--- config.mk ---
export PLATFORM = sky130hd
export DESIGN_NAME = serial_frame_tx
export DESIGN_NICKNAME = d
export VERILOG_FILES = /design/src/rtl/serial_frame_tx.sv
export SDC_FILE = /design/constraint.sdc
export NUM_CORES = 1
export LEC_CHECK = 0
export BUFFER_PORTS_ARGS = -buffer_cell sky130_fd_sc_hd__buf_2
export CORE_MARGIN = 5
export CORE_UTILIZATION = 30
export DETAILED_ROUTE_END_ITERATION = 10
export GPL_TIMING_DRIVEN = 0
export PLACE_DENSITY = 0.47
export SLEW_MARGIN = 20
export SYNTH_ARGS = -nofsm -noshare
export SYNTH_HDL_FRONTEND = slang
export SYNTH_SLANG_ARGS = --single-unit
--- constraint.sdc ---
create_clock -name clk -period 1.9 [get_ports clk]
set_input_delay 0.19 -clock clk [delete_from_list [all_inputs] [get_ports clk]]
set_output_delay 0.19 -clock clk [all_outputs]
set_load 0.05 [all_outputs]
--- src/rtl/serial_frame_tx.sv ---
// -----------------------------------------------------------------------------
// serial_frame_tx
//
// Transmit end of the single-wire serial link. A parallel word is accepted
// through a valid/ready handshake and sent MSB-first on `so` as a frame:
//   start bit (0), DATA_W data bits, optional parity bit, stop bit (1).
// Every bit is held for BIT_CYC clock cycles. The MSB-first order lets a
// left-shifting receive register fill in natural bit order.
//
// Ports:
//   clk         system clock, all state changes on the rising edge
//   clear_n     asynchronous active-low reset, released synchronously to clk
//   din         parallel word to send
//   din_valid   din holds a word to send
//   din_ready   block accepts a word this cycle (high only in IDLE)
//   so          serial line out, registered, idles high
//   busy        frame in progress
//   frame_done  one-cycle pulse on the final cycle of the stop bit
//   dbg_state   current FSM state (IDLE=0, START=1, DATA=2, PARITY=3, STOP=4)
//
// Handshake: a word transfers on a rising edge where din_valid and din_ready
// are both high. din_ready does not depend on din_valid, and din/din_valid
// are ignored whenever din_ready is low. din may change after that edge.
// -----------------------------------------------------------------------------
module serial_frame_tx #(
  parameter int DATA_W     = 4,
  parameter int BIT_CYC    = 1,
  parameter int PARITY_EN  = 1,
  parameter int PARITY_ODD = 0
) (
  input  logic              clk,
  input  logic              clear_n,
  input  logic [DATA_W-1:0] din,
  input  logic              din_valid,
  output logic              din_ready,
  output logic              so,
  output logic              busy,
  output logic              frame_done,
  output logic [2:0]        dbg_state
);

  localparam int CNT_W = (BIT_CYC > 1) ? $clog2(BIT_CYC) : 1;
  localparam int IDX_W = (DATA_W > 1) ? $clog2(DATA_W) : 1;
  localparam logic [CNT_W-1:0] CNT_MAX = CNT_W'(BIT_CYC - 1);
  localparam logic [IDX_W-1:0] IDX_MAX = IDX_W'(DATA_W - 1);
  localparam logic P_ODD     = (PARITY_ODD != 0);
  // With one cycle per bit the first stop cycle is also the last one.
  localparam logic STOP_1CYC = (BIT_CYC == 1);

  typedef enum logic [2:0] {
    S_IDLE   = 3'd0,
    S_START  = 3'd1,
    S_DATA   = 3'd2,
    S_PARITY = 3'd3,
    S_STOP   = 3'd4
  } state_t;

  state_t              r_state;
  logic [DATA_W-1:0]   r_shift;
  logic                r_par;
  logic [CNT_W-1:0]    r_cnt;
  logic [IDX_W-1:0]    r_idx;
  logic                r_so;
  logic                r_ready;
  logic                r_busy;
  logic                r_done;

  logic                w_bit_end;
  logic [CNT_W-1:0]    w_cnt_inc;
  logic [DATA_W-1:0]   w_shift_nxt;
  logic                w_last_stop_nxt;

  assign w_bit_end       = (r_cnt == CNT_MAX);
  assign w_cnt_inc       = r_cnt + CNT_W'(1);
  assign w_shift_nxt     = r_shift << 1;
  // Next cycle is the last cycle of the current bit.
  assign w_last_stop_nxt = (w_cnt_inc == CNT_MAX);

  // All outputs are registered: each branch loads the values for the
  // cycle that follows the edge, so `so` moves one cycle after capture.
  always_ff @(posedge clk or negedge clear_n) begin
    if (!clear_n) begin
      r_state <= S_IDLE;
      r_shift <= '0;
      r_par   <= 1'b0;
      r_cnt   <= '0;
      r_idx   <= '0;
      r_so    <= 1'b1;
      r_ready <= 1'b1;
      r_busy  <= 1'b0;
      r_done  <= 1'b0;
    end else begin
      r_done <= 1'b0;
      case (r_state)
        S_IDLE: begin
          if (din_valid && r_ready) begin
            r_shift <= din;
            r_par   <= (^din) ^ P_ODD;
            r_cnt   <= '0;
            r_idx   <= '0;
            r_so    <= 1'b0;
            r_ready <= 1'b0;
            r_busy  <= 1'b1;
            r_state <= S_START;
          end
        end

        S_START: begin
          if (w_bit_end) begin
            r_cnt   <= '0;
            r_idx   <= '0;
            r_so    <= r_shift[DATA_W-1];
            r_state <= S_DATA;
          end else begin
            r_cnt <= w_cnt_inc;
          end
        end

        S_DATA: begin
          if (w_bit_end) begin
            r_cnt   <= '0;
            r_shift <= w_shift_nxt;
            if (r_idx == IDX_MAX) begin
              if (PARITY_EN != 0) begin
                r_so    <= r_par;
                r_state <= S_PARITY;
              end else begin
                r_so    <= 1'b1;
                r_done  <= STOP_1CYC;
                r_state <= S_STOP;
              end
            end else begin
              r_idx <= r_idx + IDX_W'(1);
              r_so  <= w_shift_nxt[DATA_W-1];
            end
          end else begin
            r_cnt <= w_cnt_inc;
          end
        end

        S_PARITY: begin
          if (w_bit_end) begin
            r_cnt   <= '0;
            r_so    <= 1'b1;
            r_done  <= STOP_1CYC;
            r_state <= S_STOP;
          end else begin
            r_cnt <= w_cnt_inc;
          end
        end

        S_STOP: begin
          if (w_bit_end) begin
            r_cnt   <= '0;
            r_so    <= 1'b1;
            r_ready <= 1'b1;
            r_busy  <= 1'b0;
            r_state <= S_IDLE;
          end else begin
            r_cnt  <= w_cnt_inc;
            r_done <= w_last_stop_nxt;
          end
        end

        default: begin
          r_cnt   <= '0;
          r_so    <= 1'b1;
          r_ready <= 1'b1;
          r_busy  <= 1'b0;
          r_state <= S_IDLE;
        end
      endcase
    end
  end

  assign din_ready  = r_ready;
  assign so         = r_so;
  assign busy       = r_busy;
  assign frame_done = r_done;
  assign dbg_state  = r_state;

endmodule

==> results.json <==
{
  "syn_nets": 64,
  "synth_edf_count": 0,
  "dp_slack_ns": 0.288,
  "setup_viol": 0,
  "synth-compound-area-share_pct": 9.49,
  "buffer_ports.inserted": 13,
  "ys_seq_area_share_pct": 51.5,
  "r2r_cells": 4,
  "ant_nets": 0,
  "hp-class": "in2reg",
  "synthMuxAreaShare_pct": 14.6,
  "synth_xor_area_share_pct": 5.11,
  "numCtsBuffers": 3,
  "yosysWarnings": 0,
  "yosys.area_share.simple_pct": 13.9,
  "p_per_area_nw_per_um2": 1860,
  "finClkSkew_ns": 0.00774,
  "worst_ep_required_time_ns": 2.06,
  "cts-htree-levels": 1,
  "chipWidth_um": 57.8,
  "grt_pass1_vias": 468,
  "yosys.area.top_type": "dfrtp_1",
  "multiInputGateArea_um2": 308,
  "worstSetupPathType": "reg2reg",
  "synth_top_family_by_area": "multiplexers",
  "cts_setup_buffers": 0,
  "maxSlewHeadroom_pct": 74.3,
  "design_area_um2": 822,
  "path_buf_inv": 1,
  "holdPathStages": 2,
  "final_cell_mix": "15 x buf_2, 12 x dfrtp_1",
  "synth_ff_type": "dfrtp_1",
  "drc": 0,
  "worst-path-stages": 4,
  "path_cells": "buf_2 > nor3b_4 > mux2_1 > mux2_2",
  "grt_usage_pct": 8.35,
  "clk_pin_slew_ns": 0.09,
  "hold_viol": 0,
  "grt_max_degree": 15,
  "worst_path_max_delay_cell": "mux2_1",
  "core-area_um2": 2190,
  "total_power_mw": 1.53,
  "gp_congestion": 0.688,
  "fillers": 232,
  "rows": 17,
  "cts_tree": "yes",
  "ios": 14,
  "syn_area_um2": 686,
  "dpl_cell_area_um2": 786,
  "layout_commonest_cell": "buf_2",
  "end_kind": "flip-flop",
  "layout_setup_ws_ns": 0.296,
  "p_leak_nw": 0.388,
  "cp_max_fo": 9,
  "ys_ff_latch": 14,
  "period_minus_slack_ns": 1.60,
  "wl_per_cell_um": 11.9,
  "crit_family": "multiplexers",
  "routed_via_density": 4.53,
  "initial_utilization_pct": 31.3,
  "antenna_found_initial": 0,
  "setup_tns_ns": 0,
  "grt_pass1_wl_um": 2120,
  "status": "finished clean",
  "cp.arrival_ns": 1.77,
  "vias": 462,
  "synthTopCellsByArea": "dfrtp_1 44%, dfstp_2 7.7%, mux2_1 6.6%",
  "async_reset_ff_share_pct": 100,
  "clock-sinks": 14,
  "synth_top_cell_area_share_pct": 43.8,
  "grt_overflow_total": 0,
  "dr.pass1.iters": 1,
  "slew_viol_final": 0,
  "insertion_delay_ns": 0.28,
  "finalCritPeriodShare_pct": 84.4,
  "dieArea_um2": 3340,
  "yosys.cell_types.count": 26,
  "crit_path_max_incr_delay_ns": 0.35,
  "dp_hpwl_um": 917,
  "synth_adder_area_share_pct": 1.82,
  "postSynthCellCount": 56,
  "cts_max_path_buffers": 2,
  "ir_drop_mv": 0.701,
  "rsz0062_at_grt": "false",
  "post_synth.cell_area_avg_um2": 12.2,
  "regArea_um2": 353,
  "final_layout_size_suffix_gt1_share_pct": 37.8,
  "antenna_cells": 0,
  "drv_cap": 0,
  "areaGrowthSynthToFinish_pct": 19.9,
  "final_nets": 83,
  "die_h_um": 57.8,
  "clock.fmax_mhz": 623,
  "cts_root_buf": "clkbuf_4",
  "drt_wl_total_um": 1210,
  "worst_pin_slew_ns": 0.383,
  "critPathLaunchType": "flip-flop",
  "drtIter0Drc": 0
}
-- Yosys cell counts, drive strengths merged, types with 2 or more instances --
| master | n |
|---|---|
| mux2 | 8 |
| xnor2 | 3 |
| dfstp | 2 |
| buf | 2 |
| nor2 | 4 |
| a21o | 2 |
| nand2 | 3 |
| dfrtp | 12 |
| and3 | 2 |
| inv | 4 |
-- timing repair --
action,4_1_cts,5_1_grt
endpoints found under the hold margin,12,0
hold buffers,1,0
gates resized for setup,0,0
-- worst reg2reg max path, stage by stage (launching register included) --
cell,delay (ns)
dfrtp_1,0.34
buf_2,0.22
nor3b_4,0.33
mux2_1,0.35
mux2_2,0.26
-- sequential cells by signal (all words and copies together) (netlist names) --
name / flops
busy: 1
dbg_state: 3
din_ready: 1
frame_done: 1
r_idx: 2
r_par: 1
r_shift: 4
so: 1
-- cells by family after synthesis --
family / Yosys count
multiplexers: 9
adder cells (fa/ha/maj): 1
AND/OR/NAND/NOR: 13
AO/OA/AOI/OAI: 9
flip-flops: 14
buffers and inverters: 6
XOR/XNOR: 4
-- layer usage --
layer	GRT usage (%)	vias up	part of all wire (%)
met2	12.4	10	48
met5	0	-	0
met4	3.97	0	0
met1	10.8	221	46
met3	2.90	0	5.4
li1	-	231	-
-- cell type report --
class | count | area share, %
Tap cell | 28 | 4.26
Clock buffer | 4 | 3.20
Sequential cell | 14 | 42.9
Multi-Input combinational cell | 36 | 37.4
Timing Repair Buffer | 14 | 9.13
Buffer | 2 | 1.22
Inverter | 4 | 1.83
-- power breakdown --
| part | total, mW | internal, mW | switching, mW |
|---|---|---|---|
| clock network | 0.175 | 0.0813 | 0.0937 |
| registers | 0.542 | 0.451 | 0.0908 |
| logic | 0.813 | 0.322 | 0.491 |
| total | 1.53 | 0.854 | 0.675 |
-- stage by stage --
step	util (%)	hold WS (ns)	instances
2_1_floorplan	-	-0.106	56
3_3_place_gp	35.9	0.110	97
3_5_place_dp	35.9	0.103	97
4_1_cts	37.5	0.142	102
5_1_grt	37.5	0.150	102
6_report	37.5	0.147	102
-- final timing paths --
path / startpoint / slack, ns / end
setup / recovery: dbg_state[1] / 0.30 / r_shift[3]
hold / removal: din[0] / 0.15 / r_shift[0]
setup reg to reg: dbg_state[1] / 0.30 / r_shift[3]
hold reg to reg: busy / 0.48 / busy
max in group asynchronous: clear_n / 1.28 / so
min in group asynchronous: clear_n / 0.33 / r_idx[0]
(Power assumes the default switching activity.)
